===== src/rtl/thiele_coproc_arbiter_if.sv =====
// -----------------------------------------------------------------------------
// thiele_coproc_arbiter_if
// Purpose : Bundles the two CPU side-channels (logic-engine and Python) and the
//           single off-core coprocessor link that thiele_coproc_arbiter shares
//           between them, together with the status/accounting outputs.
// Modports:
//   master - arbiter view: takes requests and coprocessor responses in;
//            drives acks, response data, the coprocessor request and status out.
//   slave  - environment view (CPU + coprocessor): the mirror image.
// Signals :
//   logic_req/logic_addr -> logic_ack/logic_data     logic-engine channel
//   py_req/py_code_addr  -> py_ack/py_result          Python channel
//   cp_req/cp_sel/cp_addr <- cp_ack/cp_data           coprocessor link
//   busy, timeout_err, timeout_src,
//   grant_cnt_logic, grant_cnt_py                     status / accounting
// -----------------------------------------------------------------------------
interface thiele_coproc_arbiter_if #(
  parameter int ADDR_W = 32,
  parameter int DATA_W = 32,
  parameter int CNT_W  = 16
);
  logic              logic_req;
  logic [ADDR_W-1:0] logic_addr;
  logic              logic_ack;
  logic [DATA_W-1:0] logic_data;

  logic              py_req;
  logic [ADDR_W-1:0] py_code_addr;
  logic              py_ack;
  logic [DATA_W-1:0] py_result;

  logic              cp_req;
  logic              cp_sel;
  logic [ADDR_W-1:0] cp_addr;
  logic              cp_ack;
  logic [DATA_W-1:0] cp_data;

  logic              busy;
  logic              timeout_err;
  logic              timeout_src;
  logic [CNT_W-1:0]  grant_cnt_logic;
  logic [CNT_W-1:0]  grant_cnt_py;

  modport master (
    input  logic_req, logic_addr, py_req, py_code_addr, cp_ack, cp_data,
    output logic_ack, logic_data, py_ack, py_result,
    output cp_req, cp_sel, cp_addr,
    output busy, timeout_err, timeout_src, grant_cnt_logic, grant_cnt_py
  );

  modport slave (
    output logic_req, logic_addr, py_req, py_code_addr, cp_ack, cp_data,
    input  logic_ack, logic_data, py_ack, py_result,
    input  cp_req, cp_sel, cp_addr,
    input  busy, timeout_err, timeout_src, grant_cnt_logic, grant_cnt_py
  );
endinterface


===== src/rtl/thiele_coproc_arbiter.sv =====
// -----------------------------------------------------------------------------
// thiele_coproc_arbiter
// Purpose : Shares one external coprocessor channel between the CPU's blocking
//           logic-engine port and Python-execution port. Round-robin on ties,
//           bounded wait for the coprocessor response (a timeout returns
//           TIMEOUT_DATA and raises a sticky error), and saturating per-
//           requester grant counters for trace/receipt accounting.
// Ports   :
//   clk  - clock, everything on posedge
//   rst  - synchronous, active-high reset
//   bus  - thiele_coproc_arbiter_if.master (requester channels, coprocessor
//          link, status and grant counters)
// Flow    : IDLE -grant-> WAIT_CP -ack/timeout-> RESP (ack pulse) -> DRAIN
//           (wait for the served requester to drop req) -> IDLE.
// -----------------------------------------------------------------------------
module thiele_coproc_arbiter #(
  parameter int              ADDR_W         = 32,
  parameter int              DATA_W         = 32,
  parameter int              TIMEOUT_CYCLES = 256,
  parameter int              CNT_W          = 16,
  parameter logic [DATA_W-1:0] TIMEOUT_DATA = 32'hFFFF_FFFF
) (
  input  logic                     clk,
  input  logic                     rst,
  thiele_coproc_arbiter_if.master  bus
);

  // Counter only has to reach TIMEOUT_CYCLES-1.
  localparam int TMO_W = (TIMEOUT_CYCLES > 2) ? $clog2(TIMEOUT_CYCLES) : 1;
  localparam logic [TMO_W-1:0] TMO_LAST = TMO_W'(TIMEOUT_CYCLES - 1);

  typedef enum logic [1:0] {
    ST_IDLE    = 2'd0,
    ST_WAIT_CP = 2'd1,
    ST_RESP    = 2'd2,
    ST_DRAIN   = 2'd3
  } state_t;

  state_t            state_r;
  logic [TMO_W-1:0]  tmo_cnt_r;
  logic              last_grant_r;
  logic              cp_req_r;
  logic              cp_sel_r;
  logic [ADDR_W-1:0] cp_addr_r;
  logic              logic_ack_r;
  logic [DATA_W-1:0] logic_data_r;
  logic              py_ack_r;
  logic [DATA_W-1:0] py_result_r;
  logic              busy_r;
  logic              timeout_err_r;
  logic              timeout_src_r;
  logic [CNT_W-1:0]  grant_cnt_logic_r;
  logic [CNT_W-1:0]  grant_cnt_py_r;

  logic              grant_valid_s;
  logic              grant_sel_s;
  logic              served_req_s;

  // Saturating increment: counters stick at all-ones instead of wrapping.
  function automatic logic [CNT_W-1:0] sat_inc(input logic [CNT_W-1:0] v);
    logic [CNT_W-1:0] r;
    if (v == {CNT_W{1'b1}}) begin
      r = v;
    end else begin
      r = v + CNT_W'(1);
    end
    return r;
  endfunction

  // Grant decision: single requester wins outright; on a tie the requester
  // that was not served last wins.
  always_comb begin
    grant_valid_s = 1'b0;
    grant_sel_s   = 1'b0;
    if (bus.logic_req && bus.py_req) begin
      grant_valid_s = 1'b1;
      grant_sel_s   = ~last_grant_r;
    end else if (bus.logic_req) begin
      grant_valid_s = 1'b1;
      grant_sel_s   = 1'b0;
    end else if (bus.py_req) begin
      grant_valid_s = 1'b1;
      grant_sel_s   = 1'b1;
    end else begin
      grant_valid_s = 1'b0;
      grant_sel_s   = 1'b0;
    end
  end

  // Request level of whichever requester is currently being served.
  always_comb begin
    served_req_s = 1'b0;
    if (cp_sel_r) begin
      served_req_s = bus.py_req;
    end else begin
      served_req_s = bus.logic_req;
    end
  end

  // Arbiter FSM with all outputs registered.
  always_ff @(posedge clk) begin
    if (rst) begin
      state_r           <= ST_IDLE;
      tmo_cnt_r         <= '0;
      last_grant_r      <= 1'b1;
      cp_req_r          <= 1'b0;
      cp_sel_r          <= 1'b0;
      cp_addr_r         <= '0;
      logic_ack_r       <= 1'b0;
      logic_data_r      <= '0;
      py_ack_r          <= 1'b0;
      py_result_r       <= '0;
      busy_r            <= 1'b0;
      timeout_err_r     <= 1'b0;
      timeout_src_r     <= 1'b0;
      grant_cnt_logic_r <= '0;
      grant_cnt_py_r    <= '0;
    end else begin
      case (state_r)
        ST_IDLE: begin
          logic_ack_r <= 1'b0;
          py_ack_r    <= 1'b0;
          if (grant_valid_s) begin
            cp_req_r     <= 1'b1;
            cp_sel_r     <= grant_sel_s;
            cp_addr_r    <= grant_sel_s ? bus.py_code_addr : bus.logic_addr;
            last_grant_r <= grant_sel_s;
            tmo_cnt_r    <= '0;
            busy_r       <= 1'b1;
            state_r      <= ST_WAIT_CP;
            if (grant_sel_s) begin
              grant_cnt_py_r <= sat_inc(grant_cnt_py_r);
            end else begin
              grant_cnt_logic_r <= sat_inc(grant_cnt_logic_r);
            end
          end else begin
            busy_r <= 1'b0;
          end
        end

        ST_WAIT_CP: begin
          // cp_ack takes priority over expiry in the same cycle.
          if (bus.cp_ack) begin
            cp_req_r <= 1'b0;
            state_r  <= ST_RESP;
            if (cp_sel_r) begin
              py_result_r <= bus.cp_data;
              py_ack_r    <= 1'b1;
            end else begin
              logic_data_r <= bus.cp_data;
              logic_ack_r  <= 1'b1;
            end
          end else if (tmo_cnt_r == TMO_LAST) begin
            cp_req_r      <= 1'b0;
            timeout_err_r <= 1'b1;
            timeout_src_r <= cp_sel_r;
            state_r       <= ST_RESP;
            if (cp_sel_r) begin
              py_result_r <= TIMEOUT_DATA;
              py_ack_r    <= 1'b1;
            end else begin
              logic_data_r <= TIMEOUT_DATA;
              logic_ack_r  <= 1'b1;
            end
          end else begin
            tmo_cnt_r <= tmo_cnt_r + TMO_W'(1);
          end
        end

        ST_RESP: begin
          // The ack was raised on entry; this closes the one-cycle pulse.
          logic_ack_r <= 1'b0;
          py_ack_r    <= 1'b0;
          state_r     <= ST_DRAIN;
        end

        ST_DRAIN: begin
          // Do not return to IDLE while the served request is still up,
          // otherwise it would be granted a second time.
          if (!served_req_s) begin
            busy_r  <= 1'b0;
            state_r <= ST_IDLE;
          end else begin
            busy_r  <= 1'b1;
          end
        end

        default: begin
          state_r     <= ST_IDLE;
          cp_req_r    <= 1'b0;
          logic_ack_r <= 1'b0;
          py_ack_r    <= 1'b0;
          busy_r      <= 1'b0;
        end
      endcase
    end
  end

  assign bus.cp_req          = cp_req_r;
  assign bus.cp_sel          = cp_sel_r;
  assign bus.cp_addr         = cp_addr_r;
  assign bus.logic_ack       = logic_ack_r;
  assign bus.logic_data      = logic_data_r;
  assign bus.py_ack          = py_ack_r;
  assign bus.py_result       = py_result_r;
  assign bus.busy            = busy_r;
  assign bus.timeout_err     = timeout_err_r;
  assign bus.timeout_src     = timeout_src_r;
  assign bus.grant_cnt_logic = grant_cnt_logic_r;
  assign bus.grant_cnt_py    = grant_cnt_py_r;

endmodule


===== src/flat_wrapper.sv =====
// flat-port wrapper written by rule: the top's interface ports become plain ports
module thiele_coproc_arbiter_flat 
#(
  parameter int              ADDR_W         = 32,
  parameter int              DATA_W         = 32,
  parameter int              TIMEOUT_CYCLES = 256,
  parameter int              CNT_W          = 16,
  parameter logic [DATA_W-1:0] TIMEOUT_DATA = 32'hFFFF_FFFF
)
  (clk, rst, bus_logic_req, bus_logic_addr, bus_py_req, bus_py_code_addr, bus_cp_ack, bus_cp_data, bus_logic_ack, bus_logic_data, bus_py_ack, bus_py_result, bus_cp_req, bus_cp_sel, bus_cp_addr, bus_busy, bus_timeout_err, bus_timeout_src, bus_grant_cnt_logic, bus_grant_cnt_py);
  thiele_coproc_arbiter_if #(.ADDR_W(ADDR_W), .DATA_W(DATA_W), .CNT_W(CNT_W)) bus_i ();
  input  logic clk;
  input  logic rst;
  input wire logic [$bits(bus_i.logic_req)-1:0] bus_logic_req;
  input wire logic [$bits(bus_i.logic_addr)-1:0] bus_logic_addr;
  input wire logic [$bits(bus_i.py_req)-1:0] bus_py_req;
  input wire logic [$bits(bus_i.py_code_addr)-1:0] bus_py_code_addr;
  input wire logic [$bits(bus_i.cp_ack)-1:0] bus_cp_ack;
  input wire logic [$bits(bus_i.cp_data)-1:0] bus_cp_data;
  output wire logic [$bits(bus_i.logic_ack)-1:0] bus_logic_ack;
  output wire logic [$bits(bus_i.logic_data)-1:0] bus_logic_data;
  output wire logic [$bits(bus_i.py_ack)-1:0] bus_py_ack;
  output wire logic [$bits(bus_i.py_result)-1:0] bus_py_result;
  output wire logic [$bits(bus_i.cp_req)-1:0] bus_cp_req;
  output wire logic [$bits(bus_i.cp_sel)-1:0] bus_cp_sel;
  output wire logic [$bits(bus_i.cp_addr)-1:0] bus_cp_addr;
  output wire logic [$bits(bus_i.busy)-1:0] bus_busy;
  output wire logic [$bits(bus_i.timeout_err)-1:0] bus_timeout_err;
  output wire logic [$bits(bus_i.timeout_src)-1:0] bus_timeout_src;
  output wire logic [$bits(bus_i.grant_cnt_logic)-1:0] bus_grant_cnt_logic;
  output wire logic [$bits(bus_i.grant_cnt_py)-1:0] bus_grant_cnt_py;
  assign bus_i.logic_req = bus_logic_req;
  assign bus_i.logic_addr = bus_logic_addr;
  assign bus_i.py_req = bus_py_req;
  assign bus_i.py_code_addr = bus_py_code_addr;
  assign bus_i.cp_ack = bus_cp_ack;
  assign bus_i.cp_data = bus_cp_data;
  assign bus_logic_ack = bus_i.logic_ack;
  assign bus_logic_data = bus_i.logic_data;
  assign bus_py_ack = bus_i.py_ack;
  assign bus_py_result = bus_i.py_result;
  assign bus_cp_req = bus_i.cp_req;
  assign bus_cp_sel = bus_i.cp_sel;
  assign bus_cp_addr = bus_i.cp_addr;
  assign bus_busy = bus_i.busy;
  assign bus_timeout_err = bus_i.timeout_err;
  assign bus_timeout_src = bus_i.timeout_src;
  assign bus_grant_cnt_logic = bus_i.grant_cnt_logic;
  assign bus_grant_cnt_py = bus_i.grant_cnt_py;
  thiele_coproc_arbiter #(.ADDR_W(ADDR_W), .DATA_W(DATA_W), .TIMEOUT_CYCLES(TIMEOUT_CYCLES), .CNT_W(CNT_W), .TIMEOUT_DATA(TIMEOUT_DATA)) u_core (.clk(clk), .rst(rst), .bus(bus_i));
endmodule

===== config.mk =====
export PLATFORM = sky130hd
export DESIGN_NAME = thiele_coproc_arbiter_flat
export DESIGN_NICKNAME = d
export VERILOG_FILES = /design/src/rtl/thiele_coproc_arbiter_if.sv /design/src/rtl/thiele_coproc_arbiter.sv /design/src/flat_wrapper.sv
export SDC_FILE = /design/constraint.sdc
export NUM_CORES = 1
export LEC_CHECK = 0
export CAP_MARGIN = 30
export CELL_PAD_IN_SITES_DETAIL_PLACEMENT = 1
export CELL_PAD_IN_SITES_GLOBAL_PLACEMENT = 2
export CORE_ASPECT_RATIO = 0.6
export CORE_MARGIN = 1
export CORE_UTILIZATION = 23
export DETAILED_ROUTE_END_ITERATION = 10
export GPL_ROUTABILITY_DRIVEN = 0
export GPL_TIMING_DRIVEN = 0
export HOLD_SLACK_MARGIN = 0.15
export PLACE_DENSITY = 0.76
export SLEW_MARGIN = 20
export SYNTH_ARGS = -nofsm -noshare
export SYNTH_HDL_FRONTEND = slang
export SYNTH_SLANG_ARGS = --single-unit

===== constraint.sdc =====
create_clock -name clk -period 1.6 [get_ports clk]
set_input_delay 0.32 -clock clk [delete_from_list [all_inputs] [get_ports clk]]
set_output_delay 0.32 -clock clk [all_outputs]
set_load 0.02 [all_outputs]

After elaboration in Yosys (flattened, before gate mapping)
Index checks and enable logic that the tools add are counted.
Word-level totals
  register bits after elaboration: 146
  bits of input ports: 101
  output and inout bits: 135
  word-level logic and storage cells: 91
Cells by class
  add/sub/neg operators: 3
  eq/ne operators: 11
  multiplexer cells: 39
  bitwise operators: 6
  reductions and logical operators: 17
Operator list (number)
  $mux 32: 9
  $add 16x1->16 const B: 2
  $eq 16x16->1 const B: 2
  $mux 8: 3
  $mux 1: 17
  $pmux 8 s2: 1
  $reduce_and 3->1: 5
  $reduce_and 4->1: 3
  $add 8x1->8 const B: 1
  $eq 8x8->1 const B: 1
  $mux 2: 4
  $pmux 1 s2: 4
  $pmux 2 s4: 1
  $reduce_bool 2->1: 4
  $ne 2x2->1 const B: 3
  $not 1->1: 6
  $eq 2x2->1 const B: 2
  $reduce_and 2->1: 2
  $ne 3x2->1 const B: 1
  $eq 2x1->1 const B: 1
  $logic_not 2->1: 1
  $ne 2x1->1 const B: 1
  $reduce_or 2->1: 1
  $logic_and 1x1->1: 1

Logic depth before layout (Yosys ltp)
Gate-level depths: netlist of run 1.
  depth after elaboration: 5
  gate-level depth with buffers: 8

Worst setup path after synthesis of run 1
Ideal clock, no wire load.
  path type: flip-flop to flip-flop
  start point: register u_core.grant_cnt_py_r[0], in the netlist u_core.bus.grant_cnt_py[0]
  end point: register u_core.grant_cnt_py_r[14], in the netlist u_core.bus.grant_cnt_py[14]
  setup time: 0.116 ns
  data arrival time: 1.725 ns
  setup slack: -0.242 ns
  stages on the path, launching flop included: 6
  buffers on the path: 0
  clock period less this slack: 1.842 ns
  cell sequence: dfxtp_1 > ha_1 > and3_1 > nand4_2 > or4b_1 > o211a_1
On the way
  longest elaborated chain between the ends: 3
Ends and longest elaborated chain
  start, declared: line thiele_coproc_arbiter.sv:53  | logic [CNT_W-1:0] grant_cnt_py_r;
  start signal, assigned: line thiele_coproc_arbiter.sv:132  | grant_cnt_py_r <= sat_inc(grant_cnt_py_r);
  parallel branches: the longest is 3 deep, another holds $add 16x1->16
Parallel ways; which one is timed is not known.
A chain may end at the register's enable or synchronous reset.

Final worst setup path of run 1
  start point: register u_core.tmo_cnt_r[0]
  end point: register u_core.py_result_r[28], in the netlist u_core.bus.py_result[28]
On the way
  longest elaborated chain between the ends: 3
Ends and longest elaborated chain
  start, declared: line thiele_coproc_arbiter.sv:40  | logic [TMO_W-1:0] tmo_cnt_r;
  start signal, assigned: line thiele_coproc_arbiter.sv:166  | tmo_cnt_r <= tmo_cnt_r + TMO_W'(1);
  $eq 8x8->1: line thiele_coproc_arbiter.sv:153  | end else if (tmo_cnt_r == TMO_LAST) begin
  $reduce_bool 2->1 (no source line)
  $reduce_and 3->1 (no source line)
  end signal, assigned: line thiele_coproc_arbiter.sv:147  | py_result_r <= bus.cp_data;
  end, declared: line thiele_coproc_arbiter.sv:48  | logic [DATA_W-1:0] py_result_r;
Every way passes these cells.

==> qor.csv, run 1 <==
metric;value;unit
row_count;48;
p_per_area;1350;nW/um^2
syn_inst;755;
cts_root_buf;clkbuf_16;
hold_violations;0;
die_x;223;microns
yosysWarningCount;0;
ys_types;61;
drc;0;
dp_slack;-0.884;ns
finalWorstSetupSlack;-0.177;ns
worst_pin_slew;0.787;ns
drt-initial-drc-count;349;
cp-end-kind;flip-flop;
clock_path_buffers;2;
synth-simple-area-share;0.202;
ys.flop_type;dfxtp_1;
synth_edf_count;0;
met1_usage;0.279;
area_delta_synth_final;77.7;%
peakVddDrop;712;uV
grt_start_max_net_pins;17;
stdcell_count;1472;
r2r.worst_path.cells;8;
setup_viol;81;
fillers;3233;
utilization;0.416;
syn_nets;864;
arrival;2.04;ns
required;1.87;ns
synth_xor_area_frac;0;
clock_latency;0.43;ns
cts_hold_buf;0;
run_status;finished, violations left;
use_met3;0.0516;
grt_pass1_wl;44900;microns
vias;7353;
ys_async_sr_fraction;0;
grt_pass1_vias;7530;
rsz0062_at_grt;yes;
ant_nets;0;
die_h;134;microns
initial_core_util;0.234;
synth_area_per_cell;8.91;sq um
clkSinkCount;146;
dpl.hpwl;20700;microns
crit_fanout;7;
die_area;30000;sq um
cp-start-kind;flip-flop;
nNetsFinal;1193;
ys_seq_area_frac;0.434;
hp-class;in -> reg;
fin_tns_setup;-6.31;ns
leakagePower;4.95;nW
synth-seq-cells;146;
grtUsageTotal;0.195;
fin_skew;0.0137;ns
cap_violations;0;
max_slew_margin;0.475;
htreeDepth;4;
core;28800;sq um
holdPathStages;3;
synth_compound_area_frac;0.219;
synth_fa_ha_area_frac;0.0149;
clk_pin_slew;0.07;ns
final_common_cell;dlygate4sd2_1;
drv_slew;0;
period_share;1.11;
place_inst;1365;
critical_path_class;reg -> reg;
cts_buffers;17;
wl;29800;microns
grt_util_met2;0.294;
io_buffers;235;
drive_above_1_share;0.321;
top_usage_layer;met2;
violations;negative setup slack;
finalCriticalPeriod;1.78;ns
synth_top_family_by_area;compound AO/OA/AOI/OAI gates;
syn_area;6730;sq um
insertedDiodeCount;0;
final_cell_mix;dlygate4sd2_1 (132), dfxtp_1 (113), clkdlybuf4s50_1 (98);
viasPerCell;5.00;
grt_antenna_before_repair;0;
first_pass_iters;6;
grt-ovfl-total;0;
io_pins;236;
synthMuxAreaShare;0.0588;
cts_tree;done;
max_freq;563;MHz
wl_per_cell;20.2;microns
[Yosys cell counts (all sizes together), types with 2 or more instances]
cell type,instances,area [sq um]
and2,6,37.5
or3,8,50.1
a211oi,38,285
a21o,2,15.0
and4,37,324
o311ai,6,52.6
o41ai,4,35.0
mux2i,35,350
nor3,40,200
o31a,2,17.5
o21a,3,22.5
a21oi,90,454
o211a,2,20.0
or2,2,12.5
inv,46,173
mux2,4,45.0
a311oi,33,289
nor2,47,176
or4,10,75.1
and3,4,30.0
o32ai,3,26.3
nand2b,3,18.8
a21boi,2,26.3
ha,8,100
nand4,17,134
nand2,29,109
nor2b,4,25.0
a31oi,5,31.3
clkbuf,49,184
o31ai,12,90.1
buf,17,119
nand3,11,60.1
dfxtp,146,2920
nor4,8,62.6
o21ai,10,50.1
[report_power, final]
group | internal (mW) | switching (mW)
Clock | 2.11 | 1.69
Combinational | 3.35 | 4.21
Sequential | 4.33 | 0.451
Total | 9.78 | 6.35
[layer usage]
metal  vias up  routed length [microns]
met4         0                      310
met2       180                    13000
met3        21                     1660
met5         -                        0
met1      3650                    14800
li1       3502                        -
[critical path, cell delays in order, from the launching register on]
cell      delay (ns)
dfxtp_2         0.35
ha_4            0.15
nand4_1         0.21
o21ai_4         0.22
buf_12          0.14
and2_4          0.21
buf_12          0.13
buf_8           0.12
a311oi_2        0.10
[state kept, by name, indices dropped and copies added, names as in the netlist, 2 cells and up]
name	flops
u_core.bus.logic_data	32
u_core.state_r	2
u_core.bus.grant_cnt_logic	16
u_core.bus.py_result	32
u_core.bus.grant_cnt_py	16
u_core.tmo_cnt_r	8
u_core.bus.cp_addr	32
[timing repair]
| action | in CTS | in global routing |
|---|---|---|
| setup endpoints to repair | 281 | 142 |
| cloned | 6 | 1 |
| setup buffers | 47 | 33 |
| resized for setup | 319 | 137 |
| pin swaps | 103 | 50 |
[per-stage QoR]
step	cell area [sq um]	total power, mW	hold slack (ns)
3_3_place_gp	9680	10.7	0.452
2_1_floorplan	6860	8.12	0.458
4_1_cts	11300	15.6	0.466
5_1_grt	12000	17.0	0.346
3_5_place_dp	9680	10.8	0.463
6_report	12000	16.1	0.311
[final timing paths]
check	startpoint	end	slack, ns
setup / recovery	u_core.tmo_cnt_r[0]	u_core.bus.py_result[28]	-0.18
hold / removal	bus_py_req	u_core.last_grant_r	0.31
setup reg to reg	u_core.tmo_cnt_r[0]	u_core.bus.py_result[28]	-0.18
hold reg to reg	u_core.bus.timeout_err	u_core.bus.timeout_err	0.46
[layout make-up]
cell class / instances / area (sq um) / share of cell area
buffer: 60 / 472 / 0.0395
sequential: 146 / 3010 / 0.252
clock inverter: 12 / 77.6 / 0.00649
inverter: 46 / 178 / 0.0149
multi-input combinational: 497 / 4260 / 0.356
tap: 375 / 469 / 0.0393
timing repair buffer: 316 / 3030 / 0.253
clock buffer: 20 / 467 / 0.0390
[cell families (layout without fill, tap and decap cells)]
group | after synthesis | count (layout)
adders and majority gates | 8 | 8
buffers and inverters | 112 | 454
AOI/OAI and AO/OA | 219 | 219
and+or+nand+nor | 231 | 231
muxes | 39 | 39
DFF | 146 | 146
No activity file was read; power rests on OpenSTA's default activity.
==> inputs of run 2 (changes only) <==
--- a/config.mk
+++ b/config.mk
@@ -16,7 +16,6 @@
 export GPL_TIMING_DRIVEN = 0
 export HOLD_SLACK_MARGIN = 0.15
 export PLACE_DENSITY = 0.76
-export SLEW_MARGIN = 20
 export SYNTH_ARGS = -nofsm -noshare
 export SYNTH_HDL_FRONTEND = slang
 export SYNTH_SLANG_ARGS = --single-unit
==> results of run 2 <==
Final layout, timing and power as in run 1 (identical DEF).
==> inputs of run 3 (changes only) <==
--- a/config.mk
+++ b/config.mk
@@ -9,13 +9,15 @@
 export CELL_PAD_IN_SITES_DETAIL_PLACEMENT = 1
 export CELL_PAD_IN_SITES_GLOBAL_PLACEMENT = 2
 export CORE_ASPECT_RATIO = 0.6
-export CORE_MARGIN = 1
+export CORE_MARGIN = 2
 export CORE_UTILIZATION = 23
 export DETAILED_ROUTE_END_ITERATION = 10
 export GPL_ROUTABILITY_DRIVEN = 0
 export GPL_TIMING_DRIVEN = 0
 export HOLD_SLACK_MARGIN = 0.15
 export PLACE_DENSITY = 0.76
+export REMOVE_ABC_BUFFERS = 1
+export SKIP_CTS_REPAIR_TIMING = 1
 export SYNTH_ARGS = -nofsm -noshare
 export SYNTH_HDL_FRONTEND = slang
 export SYNTH_SLANG_ARGS = --single-unit
==> qor.csv, run 3 (synthesis gave the netlist of run 1 again) <==
metric;value;unit;change
area_delta_synth_final;83.6;%;was 77.7%
utilization;0.429;;was 0.416
grt-ovfl-total;0;;unchanged
initial_core_util;0.234;;unchanged
period_share;1.21;;was 1.11
arrival;2.23;ns;was 2.04 ns
fin_tns_setup;-21.89;ns;was -6.31 ns
final_cell_mix;dlymetal6s2s_1 (135), dfxtp_1 (124), clkdlybuf4s50_1 (96);;was dlygate4sd2_1 (132), dfxtp_1 (113), clkdlybuf4s50_1 (98)
cts_buffers;17;;unchanged
cap_violations;0;;unchanged
htreeDepth;4;;unchanged
die_area;30700;sq um;was 30000 sq um
wl_per_cell;21.4;microns;was 20.2 microns
viasPerCell;5.04;;was 5.00
grt_pass1_vias;6674;;was 7530
die_h;136;microns;was 134 microns
io_pins;236;;unchanged
row_count;48;;unchanged
cts_root_buf;clkbuf_16;;unchanged
clkSinkCount;146;;unchanged
crit_fanout;8;;was 7
drc;0;;unchanged
grt_start_max_net_pins;77;;was 17
max_slew_margin;0.527;;was 0.475
drive_above_1_share;0.280;;was 0.321
fin_skew;0.0114;ns;was 0.0137 ns
worst_pin_slew;0.709;ns;was 0.787 ns
finalWorstSetupSlack;-0.340;ns;was -0.177 ns
rsz0062_at_grt;yes;;unchanged
max_freq;515;MHz;was 563 MHz
critical_path_class;reg -> reg;;unchanged
cts_tree;done;;unchanged
run_status;finished, violations left;;unchanged
hp-class;in -> reg;;unchanged
placed_area;9440;sq um;was 9680 sq um
dpl.hpwl;16700;microns;was 20700 microns
nNetsFinal;1151;;was 1193
clock_latency;0.44;ns;was 0.43 ns
clock_path_buffers;2;;unchanged
grt_pass1_wl;38200;microns;was 44900 microns
drv_slew;0;;unchanged
drt-initial-drc-count;319;;was 349
grt_antenna_before_repair;1;;was 0
leakagePower;6.62;nW;was 4.95 nW
finalCriticalPeriod;1.94;ns;was 1.78 ns
io_buffers;235;;unchanged
cp-end-kind;flip-flop;;unchanged
required;1.89;ns;was 1.87 ns
stdcell_count;1430;;was 1472
cp-start-kind;flip-flop;;unchanged
violations;negative setup slack;;unchanged
wl;30700;microns;was 29800 microns
vias;7206;;was 7353
core;28800;sq um;unchanged
grtUsageTotal;0.161;;was 0.195
die_x;225;microns;was 223 microns
setup_viol;129;;was 81
r2r_slack;-0.34;ns;was -0.18 ns
insertedDiodeCount;0;;unchanged
clk_pin_slew;0.06;ns;was 0.07 ns
final_area;12300;sq um;was 12000 sq um
ant_nets;0;;unchanged
final_common_cell;dlymetal6s2s_1;;was dlygate4sd2_1
hold_violations;0;;unchanged
place_inst;1307;;was 1365
peakVddDrop;592;uV;was 712 uV
p_per_area;1480;nW/um^2;was 1350 nW/um^2
first_pass_iters;4;;was 6
run 3: cell types whose count changed in the layout (fill, tap and decap cells not counted), sizes merged:
cell,previous run,this run
and2,6,9
buf,95,85
bufinv,0,4
clkbuf,68,35
clkdlybuf4s50,98,96
inv,50,46
clkinvlp,0,1
dlygate4sd2,132,0
nor4,8,9
nand2,29,30
clkinv,8,3
o21a,3,5
clkdlybuf4s15,3,0
dlymetal6s2s,0,135
run 3: area by class of cell:
class                           count  area, sq um
Fill cell                        3144        16400
Clock buffer                       24          492
Timing Repair Buffer              327         3880
Inverter                           46          184
Sequential cell                   146         2960
Tap cell                          375          469
Multi-Input combinational cell    504         4210
Clock inverter                      8          148
run 3: worst paths after layout:
check / start / end / cells after the start
worst min register to register: u_core.bus.busy / u_core.bus.busy / 2
worst max-delay path: u_core.state_r[1] / u_core.bus.py_result[1] / 8
worst max register to register: u_core.state_r[1] / u_core.bus.py_result[1] / 8
worst min-delay path: rst / u_core.bus.grant_cnt_logic[8] / 2
run 3: critical path, stage by stage (launching register included):
cell and delay, ns:
dfxtp_4 0.36, inv_4 0.08, ha_4 0.16, nand4_1 0.19, o21ai_4 0.28, buf_12 0.19, buf_16 0.14, and2_4 0.26
a311oi_1 0.12
run 3: where the power goes:
group	switching, mW	internal, mW	total (mW)
combinational	4.77	4.23	9.00
sequential	0.468	4.35	4.82
clock	1.68	2.78	4.46
total	6.92	11.4	18.3
run 3: per-layer routing:
metal  part of all wire  vias up  GRT usage
met4              0.013        2     0.0475
met3              0.062       26     0.0644
met2               0.45      157      0.240
met5            0.00036        -          0
li1                   -     3432          -
met1               0.47     3589      0.214
run 3: stage by stage:
step / hold WS (ns) / total power [mW] / setup WS [ns]
3_5_place_dp: 0.461 / 10.6 / -2.05
6_report: 0.312 / 18.3 / -0.340
4_1_cts: 0.303 / 15.1 / -2.06
3_3_place_gp: 0.451 / 9.84 / -6.79
5_1_grt: 0.339 / 19.2 / -0.426
2_1_floorplan: 0.389 / 7.78 / -2.99
==> RTL change 1 (config.mk and constraints of run 2) <==
`CNT_W` is set to 16 in 3 places; all go to 14.
--- a/src/rtl/thiele_coproc_arbiter_if.sv
+++ b/src/rtl/thiele_coproc_arbiter_if.sv
@@ -18,5 +18,5 @@
   parameter int ADDR_W = 32,
   parameter int DATA_W = 32,
-  parameter int CNT_W  = 16
+  parameter int CNT_W  = 14
 );
   logic              logic_req;
--- a/src/rtl/thiele_coproc_arbiter.sv
+++ b/src/rtl/thiele_coproc_arbiter.sv
@@ -18,5 +18,5 @@
   parameter int              DATA_W         = 32,
   parameter int              TIMEOUT_CYCLES = 256,
-  parameter int              CNT_W          = 16,
+  parameter int              CNT_W          = 14,
   parameter logic [DATA_W-1:0] TIMEOUT_DATA = 32'hFFFF_FFFF
 ) (
--- a/src/flat_wrapper.sv
+++ b/src/flat_wrapper.sv
@@ -5,5 +5,5 @@
   parameter int              DATA_W         = 32,
   parameter int              TIMEOUT_CYCLES = 256,
-  parameter int              CNT_W          = 16,
+  parameter int              CNT_W          = 14,
   parameter logic [DATA_W-1:0] TIMEOUT_DATA = 32'hFFFF_FFFF
 )
Interface: changed (resized bus_grant_cnt_logic and bus_grant_cnt_py); port bits go from 236 to 232. No check against the original RTL was run, so the function may have changed too.
==> RTL change 1 against run 2 <==
The run still ends with setup timing left; cell area shrank 11%; routed wire length down 16%; power down 14%; area after synthesis decreased by 7.5%; largest cell class unchanged; sequential cell count decreased by 4; die area down 7.4%; worst setup slack better by 89 ps; non-clock buffer count is 57 lower; sequential power shrank 4.6%; critical endpoint is now u_core.bus.grant_cnt_logic[12]; cell count down 8.4%.
==> RTL change 1: results (changes against run 2) <==
syn-num-nets: 793  # -8.2%
post_drt_wl_per_cell_um: 18.57  # -8.3%
dpl_cell_area_sq_um: 9079  # -6.2%
grt_pass1_vias: 6420  # -15%
swShare: 0.3726  # -0.02095
global_route.usage.met3: 0.05516  # +0.003598
met2_length_um: 11090  # -15%
synth-compound-area-share: 0.2220  # +0.002732
dp.cells: 1275  # -6.6%
io_buffers: 231  # -1.7%
post-place-ws_ps: -1400  # -515.8 ps
postSynthAreaPerCell_sq_um: 9.097  # +2.1%
synthMuxAreaShare: 0.05811  # -0.0006550
dr.pass1.iters: 4  # -2
min_path_type: "reg2reg"
wl_met1_um: 12170  # -18%
fin_skew_ps: 7.773  # -5.950 ps
yosys.area_share.adder: 0.01609  # +0.001209
worst_pin_slew_ps: 679.5  # -107.7 ps
ys.warnings.count: 0  # unchanged
violations: "setup timing"
worst_slack_ps: -88.36  # +88.70 ps
cp_slowest_cell: "or4_1"
fillers: 3041  # -5.9%
yosysSeqAreaShare: 0.4569  # +0.02242
place_hpwl_um: 17780  # -14%
synth_area_leaders: "dfxtp_1, a221oi_1, mux2i_1, a211oi_1, inv_1"
diodes: 0  # unchanged
setup_viol: 13  # -84%
fin_util: 0.4035  # -0.01199
ir_worst_vdd_v: 0.0006034  # -15%
cpPeakStageDelay_ps: 560  # +210 ps
ys_top_cells_by_count: "dfxtp_1, inv_1, a221oi_1, nor2_1, a211oi_1"
grt_util_met2: 0.2687  # -0.02521
critPathMaxFanout: 5  # -2
drt_iter0_drc: 239  # -32%
status: "finished with violations"
power_mw: 13.91  # -14%
met1_usage: 0.2371  # -0.04172
grt_usage: 0.1747  # -0.02033
cp.arrival_ps: 2050
grt_pass1_wl_um: 37430  # -17%
layout-drive-gt1-share: 0.2609  # -0.06001
p_comb_frac: 0.384  # -0.084
dr_total_vias: 6487  # -12%
synth.distinct_cells: 49  # -20%
cts_setup_buffers: 24  # -49%
cts_resized: 253  # -21%
met3RoutedLength_um: 1492  # -10%
==> RTL change 1: changes by cell type in the layout (fill, tap and decap cells not counted), sizes merged, moves of 32 or more <==
cell,change
buf,-33
a21oi,-67
a221oi,+64
nor3,-36
and4,-32
a311oi,-32
nor2b,+32
==> RTL change 1: final timing paths <==
kind	startpoint	endpoint	slack, ps	depth (start not counted)
setup / recovery	u_core.state_r[1]	u_core.bus.grant_cnt_logic[12]	-90	6
hold / removal	u_core.bus.py_result[19]	u_core.bus.py_result[19]	470	2
setup reg to reg	u_core.state_r[1]	u_core.bus.grant_cnt_logic[12]	-90	6
hold reg to reg	u_core.bus.py_result[19]	u_core.bus.py_result[19]	470	2
==> RTL change 1: area by class of cell <==
type | count | area share
sequential | 142 | 0.2711
buffer | 44 | 0.03384
tap | 360 | 0.04216
multi-input combinational | 421 | 0.3329
clock inverter | 13 | 0.01195
timing repair buffer | 275 | 0.2387
clock buffer | 19 | 0.04251
inverter | 75 | 0.02682
==> RTL change 2 (settings of run 2) <==
Made on the original files. The 4 states of `state_t` get a one-hot encoding in 4 bits.
--- a/src/rtl/thiele_coproc_arbiter.sv
+++ b/src/rtl/thiele_coproc_arbiter.sv
@@ -30,9 +30,9 @@
   localparam logic [TMO_W-1:0] TMO_LAST = TMO_W'(TIMEOUT_CYCLES - 1);
 
-  typedef enum logic [1:0] {
-    ST_IDLE    = 2'd0,
-    ST_WAIT_CP = 2'd1,
-    ST_RESP    = 2'd2,
-    ST_DRAIN   = 2'd3
+  typedef enum logic [3:0] {
+    ST_IDLE    = 4'b0001,
+    ST_WAIT_CP = 4'b0010,
+    ST_RESP    = 4'b0100,
+    ST_DRAIN   = 4'b1000
   } state_t;
 
Formal check against the unedited RTL: no difference found for any inputs over 4 cycles, from zero or initial values and one cycle with rst high; so few cycles prove little.
==> RTL change 2 against run 2 <==
Critical path type unchanged; area after synthesis fell by 8.1%; critical endpoint is now u_core.bus.grant_cnt_logic[7]; cell area fell by 1.4%; worst hold slack improved by 59 ps; utilization rose by 3.1 points; count of clock-buffer cells in the layout fell by 3; sequential cell count rose by 2; via count fell by 8.7%; the run still ends with setup timing left; routed wire length fell by 11%; worst setup slack got worse by 550 ps; die area fell by 8.0%.
Power is not compared: it rests on default switching activity, and its combinational part moved more than twofold at a synthesized area within 25%.
==> RTL change 2: results (changes against run 2) <==
multiInputGateArea_sq_um: 3632  # -15%
grt_usage: 0.1874  # -0.007653
worst_r2r_path_depth: 6  # -2
synth_xor_area_frac: 0.03400  # +0.03400
cp.arrival_ps: 2690  # +650 ps
crit_path_end: "u_core.bus.grant_cnt_logic[7]"
num-nets-final: 1170  # -1.9%
met1_usage: 0.2780  # -0.0008917
min_to: "u_core.bus.grant_cnt_logic[9]"
violations: "setup timing"
synth_area_leaders: "dfxtp_1, nor2_1, a211oi_1, nand2_1, a311oi_1"
synth.distinct_cells: 46  # -25%
global_route.usage.met3: 0.05638  # +0.004816
dpl_cell_area_sq_um: 9184  # -5.1%
io_buffers: 233  # -0.85%
multi_input_gates: 524  # +5.4%
status: "finished with violations"
setup_viol: 146  # +80%
timing.hold.ws_ps: 369.9  # +59.09 ps
regToRegEndpoint: "u_core.bus.grant_cnt_logic[7]"
grt_pass1_vias: 6581  # -13%
synthMuxAreaShare: 0.005060  # -0.05371
layout-drive-gt1-share: 0.2328  # -0.08804
buf_share: 0.3514  # +0.05872
nClkBuffers: 17  # -15%
fillers: 2956  # -8.6%
holdPathStages: 2  # -1
met3RoutedLength_um: 1575  # -5.2%
place_hpwl_um: 17520  # -15%
syn-num-nets: 836  # -3.2%
sh_seq_area: 0.2529  # +0.001164
worst_slack_ps: -722.1  # -545.1 ps
worst_pin_slew_ps: 819.0  # +31.85 ps
clock_sinks: 148  # +1.4%
cpPeakStageDelay_ps: 530  # +180 ps
yosysSeqAreaShare: 0.4793  # +0.04481
post_drt_wl_per_cell_um: 18.53  # -8.4%
wl_met1_um: 13800  # -6.9%
dr.pass1.iters: 4  # -2
hp-start: "rst"
[RTL change 2: changes by cell type in the layout (fill, tap and decap cells not counted), moves of 32 or more]
cell | before | now
dlygate4sd2_1 | 132 | 35
nor2b_1 | 4 | 36
a21oi_1 | 54 | 12
nand2_1 | 26 | 85
inv_1 | 44 | 5
nor2_1 | 45 | 133
mux2i_1 | 34 | 2
dlymetal6s2s_1 | 0 | 87
[RTL change 2: stage by stage]
step / setup slack [ps] / utilization / cells
2_1_floorplan: -725.4 / - / 732
3_3_place_gp: -1488 / 0.3473 / 1325
3_5_place_dp: -1527 / 0.3476 / 1326
4_1_cts: -787.2 / 0.4129 / 1408
5_1_grt: -767.7 / 0.4463 / 1438
6_report: -722.1 / 0.4463 / 1438
[RTL change 2: what timing repair did]
| item | in CTS | in global routing |
|---|---|---|
| pin swaps | 39 | 73 |
| resized for setup | 172 | 213 |
| cloned | 14 | 4 |
| endpoints found under the setup margin | 282 | 245 |
| buffers inserted | 38 | 36 |
| hold buffers | 0 | 0 |
